## src/rtl/ppm_pkg.sv

```systemverilog
`default_nettype none
// ppm_pkg: framing constants, FSM state type and slot-level helper shared by PPM encoder and decoder.
package ppm_pkg;

  typedef enum logic [1:0] {
    IDLE = 2'd0,
    SOF  = 2'd1,
    DATA = 2'd2,
    EOF  = 2'd3
  } ppm_state_t;

  localparam int         SLOTS_PER_SYM = 8;
  localparam logic [7:0] SOF_PATTERN   = 8'b1110_1110;
  localparam logic [3:0] EOF_PATTERN   = 4'b1011;

  // Line level for one data slot: bit pair v pulls the line low only in slot 2v+1.
  function automatic logic data_level(input logic [7:0] b, input logic [1:0] pair,
                                      input logic [2:0] slot);
    logic [1:0] v;
    v = b[{pair, 1'b0} +: 2];
    return !(slot == {v, 1'b1});
  endfunction

endpackage
`default_nettype wire

```

## src/rtl/ppm_slot_tick.sv

```systemverilog
`default_nettype none
// ppm_slot_tick: free-running slot divider, tick on the last clk of each SLOT_DIV-cycle slot.
module ppm_slot_tick #(
  parameter int SLOT_DIV = 16
) (
  input  logic clk,
  input  logic rst_n,
  input  logic restart,
  output logic tick
);

  localparam logic [7:0] c_last = 8'(SLOT_DIV - 1);

  logic [7:0] r_cnt;

  always_ff @(posedge clk or negedge rst_n) begin
    if (!rst_n) begin
      r_cnt <= 8'd0;
    end else if (restart || (r_cnt == c_last)) begin
      r_cnt <= 8'd0;
    end else begin
      r_cnt <= r_cnt + 8'd1;
    end
  end

  assign tick = !restart && (r_cnt == c_last);

endmodule
`default_nettype wire

```

## src/rtl/ppm_encoder.sv

```systemverilog
`default_nettype none
// ppm_encoder: byte-stream to 1-of-4 PPM line encoder with SOF/EOF framing.
module ppm_encoder
  import ppm_pkg::*;
#(
  parameter int SLOT_DIV = 16
) (
  input  logic       clk,
  input  logic       rst_n,
  input  logic [7:0] tx_data,
  input  logic       tx_vld,
  input  logic       tx_last,
  output logic       tx_rdy,
  output logic       Dout,
  output logic       busy,
  output logic       underrun
);

  localparam logic [2:0] c_slot_last = 3'(SLOTS_PER_SYM - 1);

  ppm_state_t r_state, w_state_nxt;
  logic [2:0] r_slot, w_slot_nxt;
  logic [1:0] r_pair, w_pair_nxt;
  logic [7:0] r_byte, w_byte_nxt;
  logic       r_last, w_last_nxt;
  logic [7:0] r_hold_data;
  logic       r_hold_last;
  logic       r_hold_full, w_hold_full_nxt;
  logic       r_rdy;
  logic       r_dout, w_dout_nxt;
  logic       r_busy;
  logic       r_underrun, w_underrun_nxt;
  logic       w_consume;
  logic       w_accept;
  logic       w_restart;
  logic       w_tick;

  ppm_slot_tick #(.SLOT_DIV(SLOT_DIV)) u_slot_tick (
    .clk    (clk),
    .rst_n  (rst_n),
    .restart(w_restart),
    .tick   (w_tick)
  );

  assign w_restart = (r_state == IDLE);
  assign w_accept  = tx_vld && r_rdy;
  // Accept needs an empty register and consume a full one, so they never coincide.
  assign w_hold_full_nxt = w_consume ? 1'b0 : (w_accept ? 1'b1 : r_hold_full);

  always_comb begin
    w_state_nxt    = r_state;
    w_slot_nxt     = r_slot;
    w_pair_nxt     = r_pair;
    w_byte_nxt     = r_byte;
    w_last_nxt     = r_last;
    w_consume      = 1'b0;
    w_underrun_nxt = 1'b0;
    w_dout_nxt     = 1'b1;
    case (r_state)
      IDLE: begin
        if (r_hold_full) begin
          w_state_nxt = SOF;
          w_slot_nxt  = 3'd0;
        end
      end
      SOF: begin
        if (w_tick) begin
          if (r_slot == c_slot_last) begin
            w_state_nxt = DATA;
            w_slot_nxt  = 3'd0;
            w_pair_nxt  = 2'd0;
            w_byte_nxt  = r_hold_data;
            w_last_nxt  = r_hold_last;
            w_consume   = 1'b1;
          end else begin
            w_slot_nxt = r_slot + 3'd1;
          end
        end
      end
      DATA: begin
        if (w_tick) begin
          if (r_slot != c_slot_last) begin
            w_slot_nxt = r_slot + 3'd1;
          end else begin
            w_slot_nxt = 3'd0;
            if (r_pair != 2'd3) begin
              w_pair_nxt = r_pair + 2'd1;
            end else if (!r_last && r_hold_full) begin
              w_pair_nxt = 2'd0;
              w_byte_nxt = r_hold_data;
              w_last_nxt = r_hold_last;
              w_consume  = 1'b1;
            end else begin
              w_state_nxt    = EOF;
              w_underrun_nxt = !r_last;
            end
          end
        end
      end
      EOF: begin
        if (w_tick) begin
          if (r_slot == 3'd3) begin
            w_slot_nxt  = 3'd0;
            w_state_nxt = r_hold_full ? SOF : IDLE;
          end else begin
            w_slot_nxt = r_slot + 3'd1;
          end
        end
      end
      default: w_state_nxt = IDLE;
    endcase
    // Line level is computed from the next-cycle view so Dout changes on the same edge as the FSM.
    case (w_state_nxt)
      SOF:     w_dout_nxt = SOF_PATTERN[w_slot_nxt];
      DATA:    w_dout_nxt = data_level(w_byte_nxt, w_pair_nxt, w_slot_nxt);
      EOF:     w_dout_nxt = EOF_PATTERN[w_slot_nxt[1:0]];
      default: w_dout_nxt = 1'b1;
    endcase
  end

  always_ff @(posedge clk or negedge rst_n) begin
    if (!rst_n) begin
      r_state     <= IDLE;
      r_slot      <= 3'd0;
      r_pair      <= 2'd0;
      r_byte      <= 8'd0;
      r_last      <= 1'b0;
      r_hold_data <= 8'd0;
      r_hold_last <= 1'b0;
      r_hold_full <= 1'b0;
      r_rdy       <= 1'b0;
      r_dout      <= 1'b1;
      r_busy      <= 1'b0;
      r_underrun  <= 1'b0;
    end else begin
      r_state     <= w_state_nxt;
      r_slot      <= w_slot_nxt;
      r_pair      <= w_pair_nxt;
      r_byte      <= w_byte_nxt;
      r_last      <= w_last_nxt;
      r_hold_full <= w_hold_full_nxt;
      r_rdy       <= !w_hold_full_nxt;
      r_dout      <= w_dout_nxt;
      r_busy      <= (w_state_nxt != IDLE);
      r_underrun  <= w_underrun_nxt;
      if (w_accept) begin
        r_hold_data <= tx_data;
        r_hold_last <= tx_last;
      end
    end
  end

  assign tx_rdy   = r_rdy;
  assign Dout     = r_dout;
  assign busy     = r_busy;
  assign underrun = r_underrun;

endmodule
`default_nettype wire

```

## config.mk

```make
export PLATFORM = sky130hd
export DESIGN_NAME = ppm_encoder
export DESIGN_NICKNAME = d
export VERILOG_FILES = /design/src/rtl/ppm_pkg.sv /design/src/rtl/ppm_slot_tick.sv /design/src/rtl/ppm_encoder.sv
export SDC_FILE = /design/constraint.sdc
export NUM_CORES = 1
export LEC_CHECK = 0
export ABC_AREA = 1
export CAP_MARGIN = 10
export CORE_UTILIZATION = 55
export CTS_CLUSTER_SIZE = 20
export DETAILED_ROUTE_END_ITERATION = 10
export GPL_TIMING_DRIVEN = 0
export PLACE_DENSITY = 0.74
export SYNTH_ARGS = -nofsm -noshare
export SYNTH_HDL_FRONTEND = slang
export SYNTH_SLANG_ARGS = --single-unit
```

## constraint.sdc

```tcl
create_clock -name clk -period 2.32 [get_ports clk]
set_input_delay 0.58 -clock clk [delete_from_list [all_inputs] [get_ports clk]]
set_output_delay 0.58 -clock clk [all_outputs]
set_load 0.05 [all_outputs]
```

==> results of run 1 <==
## power breakdown
| part | switching (mW) | total (mW) | leakage (nW) | internal (mW) |
|---|---|---|---|---|
| clock network | 0.223 | 0.462 | 0.0482 | 0.240 |
| registers | 0.104 | 0.953 | 0.484 | 0.849 |
| logic | 0.801 | 1.23 | 0.924 | 0.428 |
## critical path, delay by kind of cell, from the launching register on
family,cells,cell delay (ps)
buffers and inverters,1,160
adders and majority gates,1,180
and+or+nand+nor,11,1230
DFF,1,420
AOI/OAI and AO/OA,1,130
## routing by layer
| layer | wire [microns] | vias up | share of wire [%] |
|---|---|---|---|
| met2 | 2600 | 83 | 44 |
| met1 | 2790 | 1047 | 47 |
| li1 | - | 1180 | - |
| met3 | 361 | 19 | 6.1 |
| met5 | 0 | - | 0 |
| met4 | 144 | 0 | 2.4 |
## cell usage after synthesis (2+ instances only)
master	number
nand3b_1	2
nor2_1	18
o21ai_2	2
nand2_1	106
nand3_1	52
o21ai_0	17
ha_1	11
nor3_1	3
nand2_2	2
dfrtp_1	37
nand4_1	6
o21ai_1	6
a21oi_1	6
nor2_2	2
a31oi_1	2
inv_1	52
buf_6	2
clkbuf_1	5
o21a_1	2
## worst min path at each step
stage	from	to	slack [ps]	depth (start not counted)
final	rst_n	r_byte[1]	390	1
after global routing	rst_n	r_hold_last	480	1
after CTS	rst_n	r_byte[1]	430	1
after detailed placement	r_hold_last	r_hold_last	480	2
after global placement	u_slot_tick.r_cnt[0]	u_slot_tick.r_cnt[0]	450	1
after floorplan	rst_n	busy	280	0
## cell type report
cell class / count / area [sq um]
fillers: 344 / 1170
well taps: 50 / 62.6
flip-flops and latches: 38 / 952
clock buffers: 7 / 86.3
clock inverters: 1 / 5.00
repair buffers: 25 / 249
multi-input cells: 249 / 1370
plain buffers: 7 / 48.8
inverters: 53 / 199
## cell usage in the layout (no fill, tap or decap), drive strengths merged, types with 10 or more instances in the layout
master	Yosys	layout
nand2	108	108
clkbuf	5	10
inv	53	53
nand3	54	54
ha	11	11
dfrtp	37	37
buf	3	15
o21ai	25	25
clkdlybuf4s50	0	14
nor2	21	21
## metrics by stage
step | setup slack, ps | hold slack [ps]
after global placement | -306 | 446
after detailed placement | -333 | 477
final | 130 | 388
after CTS | 26.7 | 428
after floorplan | 208 | 284
after global routing | -62.5 | 476
## flip-flops by register name (all words and copies together), names as in the netlist, 2 cells and up
signal / cells
r_slot: 3
r_state: 2
r_pair: 2
r_byte: 8
u_slot_tick.r_cnt: 8
r_hold_data: 8
## cells by family after synthesis
kind of cell	after synthesis	share of synthesized area [%]
buffers and inverters	61	9.95
AOI/OAI and AO/OA	40	9.34
DFF	38	38.6
xor gates and xnor gates	1	0.355
and+or+nand+nor	197	36.1
adders and majority gates	11	5.58
## timing repair
item,4_1_cts,5_1_grt
pin swaps,3,10
gates cloned,0,0
buffers inserted,7,3
endpoints found under the setup margin,3,1
gates resized for setup,6,25
==> results.sh, run 1 <==
export IMPL_outcome="finished clean"
export IMPL_cts_max_level=2
export IMPL_slew_viol_final=0
export IMPL_max_stage_delay_ps=420
export IMPL_endpoint_kind="register"
export IMPL_avgSynthCellArea_sq_um=7.08
export IMPL_synth_main_ff_cell="dfrtp_1"
export IMPL_cp_slowest_cell="dfrtp_1"
export IMPL_hold_viol_final=0
export IMPL_ys_async_sr_fraction_pct=100
export IMPL_cts_hold_fix_buffers=0
export IMPL_die_h_microns=68.9
export IMPL_finalCoreUtilization_pct=71.7
export IMPL_dp_cells=413
export IMPL_io_pins=16
export IMPL_r2r_end="Dout"
export IMPL_yosys_warnings=0
export IMPL_tns_ps=0
export IMPL_worst_skew_pair_late_latency_ps=290
export IMPL_finClkSkew_ps=3.39
export IMPL_drv_cap=0
export IMPL_critPathKind="register to register"
export IMPL_final_net_count=402
export IMPL_ys_seq_elements=38
export IMPL_finalSetupViolCount=0
export IMPL_drive_gt1_share_pct=13.9
export IMPL_first_pass_iters=8
export IMPL_final_area_sq_mm=0.00297
export IMPL_port_buffers=15
export IMPL_placed_area_sq_mm=0.00267
export IMPL_p_leak_nw=1.46
export IMPL_required_ps=2540
export IMPL_grt_busiest_layer="met2"
export IMPL_power_per_cell_area_mw_per_mm2=890
export IMPL_period_share_pct=94.4
export IMPL_coreArea_sq_mm=0.00414
export IMPL_hpwl_microns=4000
export IMPL_cts_sinks=38
export IMPL_startpoint="u_slot_tick.r_cnt[0]"
export IMPL_root_buffer="clkbuf_8"
export IMPL_total_power_mw=2.64
export IMPL_hold_path_class="input port to asynchronous set/reset pin"
export IMPL_slew_headroom_pct=44.8
export IMPL_synthesis_instances=348
export IMPL_drt_initial_drc_count=176
export IMPL_worst_pin_slew_ps=829
export IMPL_worstPathArrival_ps=2410
export IMPL_synth_top_area_share_pct=37.6
export IMPL_cts_path_max_buffers=2
export IMPL_syn_nets=371
export IMPL_grt_pass1_wl_microns=9700
export IMPL_rsz0062_at_grt="yes"
export IMPL_r2r_cells=14
export IMPL_max_freq_mhz=457
export IMPL_netlist_top_cells_area="dfrtp_1, nand2_1, nand3_1"
export IMPL_antenna_found_initial=0
export IMPL_routedWlPerCell_microns=13.7
export IMPL_syn2layout_area_growth_pct=20.6
export IMPL_path_clk_slew_ps=70
export IMPL_path_max_fanout=6
export IMPL_viasPerCell=5.42
export IMPL_track_usage_pct=28.1
export IMPL_synth_edf_count=0
export IMPL_netlist_area_sq_mm=0.00246
export IMPL_grt_util_met2_pct=45.1
export IMPL_via_count=2329
export IMPL_grt_ovfl_total=0
export IMPL_cp_cell_sequence="ha_4 -> nand3_4 -> nor2_4 -> nand3_2 -> nand2_2 -> nand2_1 -> nand2_1 -> nand2_1 -> inv_1 -> nand3_2 -> nand3_1 -> nand3_2 -> o21bai_1 -> nand2_1"
export IMPL_rows=23
export IMPL_crit_path_end="Dout"
export IMPL_synth_seq_area_share_pct=38.6
export IMPL_grt_pass1_vias=2192
export IMPL_synth_distinct_cells=34
export IMPL_ir_drop_uv=526
export IMPL_cts_tree="done"
export IMPL_die_area_sq_mm=0.00475
export IMPL_synth_area_leader_cell="dfrtp_1"
export IMPL_met3_usage_pct=4.28
export IMPL_grt_max_degree=39
export IMPL_path_common_cell="nand2_1"
export IMPL_drt_total_wl_microns=5890
export IMPL_antenna_cells=0
export IMPL_min_period_ps=2190
export IMPL_rr_startpoint="u_slot_tick.r_cnt[0]"
export IMPL_numCtsBuffers=5
export IMPL_drc=0
export IMPL_die_width_microns=68.9
export IMPL_r2r_slack_ps=130
export IMPL_gp_congestion=0.876
export IMPL_globalRouteMet1Util_pct=37.5
export IMPL_initial_core_util_pct=59.5
export IMPL_cp_start_kind="register"
export IMPL_drtAntennaViolNets=0
export IMPL_finalNonFillerCells=430
(Power assumes the default switching activity.)
==> inputs of run 2 (changes only) <==
--- a/config.mk
+++ b/config.mk
@@ -10,7 +10,6 @@
 export CORE_UTILIZATION = 55
 export CTS_CLUSTER_SIZE = 20
 export DETAILED_ROUTE_END_ITERATION = 10
-export GPL_TIMING_DRIVEN = 0
 export PLACE_DENSITY = 0.74
 export SYNTH_ARGS = -nofsm -noshare
 export SYNTH_HDL_FRONTEND = slang
==> results.sh, run 2 (synthesis gave the netlist of run 1 again) <==
export IMPL_outcome="finished clean"
export IMPL_finClkSkew_ps=5.30
export IMPL_drt_initial_drc_count=203
export IMPL_cts_sinks=38
export IMPL_max_freq_mhz=458
export IMPL_antenna_cells=0
export IMPL_die_area_sq_mm=0.00475
export IMPL_initial_core_util_pct=59.5
export IMPL_die_width_microns=68.9
export IMPL_drc=0
export IMPL_worst_pin_slew_ps=489
export IMPL_slew_viol_final=0
export IMPL_drive_gt1_share_pct=13.6
export IMPL_via_count=2362
export IMPL_required_ps=1740
export IMPL_cts_hold_fix_buffers=0
export IMPL_final_net_count=405
export IMPL_multi_input_area_sq_mm=0.00131
export IMPL_first_pass_iters=5
export IMPL_path_clk_slew_ps=80
export IMPL_grt_pass1_vias=2044
export IMPL_finalSetupViolCount=0
export IMPL_finalCoreUtilization_pct=71.8
export IMPL_die_h_microns=68.9
export IMPL_port_buffers=15
export IMPL_worst_skew_pair_late_latency_ps=290
export IMPL_max_stage_delay_ps=790
export IMPL_grt_pass1_wl_microns=9250
export IMPL_viasPerCell=5.45
export IMPL_crit_family="buffers and inverters"
export IMPL_cts_max_level=2
export IMPL_drv_cap=0
export IMPL_hpwl_microns=4210
export IMPL_slew_headroom_pct=67.3
export IMPL_syn2layout_area_growth_pct=20.8
export IMPL_routedWlPerCell_microns=13.7
export IMPL_coreArea_sq_mm=0.00414
export IMPL_root_buffer="clkbuf_8"
export IMPL_io_pins=16
export IMPL_numCtsBuffers=5
export IMPL_hold_path_class="input port to asynchronous set/reset pin"
export IMPL_hold_viol_final=0
export IMPL_ir_drop_uv=605
export IMPL_top_regs="r_byte x8, r_hold_data x8, u_slot_tick.r_cnt x8"
export IMPL_power_per_cell_area_mw_per_mm2=966
export IMPL_dp_cells=421
export IMPL_critPathKind="register to output port"
export IMPL_cp_slowest_cell="clkdlybuf4s50_1"
export IMPL_fill_cells=348
export IMPL_cts_path_max_buffers=2
export IMPL_drt_total_wl_microns=5920
export IMPL_grt_ovfl_total=0
export IMPL_cp_cell_sequence="clkdlybuf4s50_1"
export IMPL_path_max_fanout=1
export IMPL_cp_depth=1
export IMPL_drtAntennaViolNets=0
export IMPL_min_period_ps=2180
export IMPL_gp_congestion=0.947
export IMPL_cts_tree="done"
export IMPL_mostFrequentLayoutCell="nand2_1"
export IMPL_layout_common_cells="nand2_1, nand3_1, inv_1"
export IMPL_cp_start_kind="register"
export IMPL_grt_max_degree=17
export IMPL_worstPathArrival_ps=1600
export IMPL_period_share_pct=94.1
export IMPL_r2r_cells=15
export IMPL_endpoint_kind="output port"
export IMPL_critical_path_buf_inv_count=1
export IMPL_ff_latch_area_sq_um=952
export IMPL_p_leak_nw=1.47
export IMPL_finalNonFillerCells=433
export IMPL_antenna_found_initial=0
export IMPL_track_usage_pct=26.5
export IMPL_rows=23
==> run 2: cell count changes in the layout (fill, tap and decap cells not counted), sizes merged <==
| cell | before | now |
|---|---|---|
| clkinv | 1 | 0 |
| bufinv | 0 | 2 |
| clkbuf | 10 | 6 |
| buf | 15 | 21 |
==> run 2: power by group <==
group / switching [mW] / internal, mW / total, mW
combinational: 0.792 / 0.437 / 1.23
clock: 0.232 / 0.459 / 0.691
sequential: 0.106 / 0.849 / 0.955
==> run 2: through the flow <==
| stage | setup slack, ps | setup TNS [ps] | cell area, sq um | hold WS (ps) | total power, mW |
|---|---|---|---|---|---|
| 2_1_floorplan | 208 | 0 | 2460 | 284 | 1.77 |
| 3_3_place_gp | 109 | 0 | 2750 | 442 | 2.11 |
| 3_5_place_dp | 67.1 | 0 | 2750 | 462 | 2.12 |
| 4_1_cts | 42.7 | 0 | 2890 | 189 | 2.82 |
| 5_1_grt | -32.9 | -32.9 | 2980 | 205 | 3.09 |
| 6_report | 137 | 0 | 2980 | 184 | 2.87 |
==> run 2: routing by layer <==
metal	up-vias	global-route usage [%]	part of all wire, %
li1	1187	-	-
met1	1078	38.2	47
met4	0	9.44	1.9
met5	-	0	0
met3	13	4.61	6.4
met2	84	39.7	45
==> run 2: what timing repair did <==
action | CTS | global route
gates resized for setup | 0 | 17
setup endpoints to repair | 0 | 1
buffers inserted | 0 | 3
==> run 2: worst paths after layout <==
path                                      start  slack (ps)     endpoint
setup / recovery                           Dout         140         Dout
hold / removal                            rst_n         180  r_hold_full
setup reg to reg           u_slot_tick.r_cnt[0]         160         Dout
hold reg to reg                     r_hold_last         510  r_hold_last
max in group asynchronous                 rst_n        1580         Dout
min in group clk                    r_hold_last         510  r_hold_last
==> run 2: cell type report <==
| cell class | instances | area share (%) |
|---|---|---|
| clock inverter | 2 | 2.02 |
| sequential | 38 | 32.0 |
| multi-input combinational | 249 | 44.1 |
| timing repair buffer | 35 | 10.2 |
| clock buffer | 6 | 2.77 |
| inverter | 53 | 6.77 |
| tap | 50 | 2.10 |
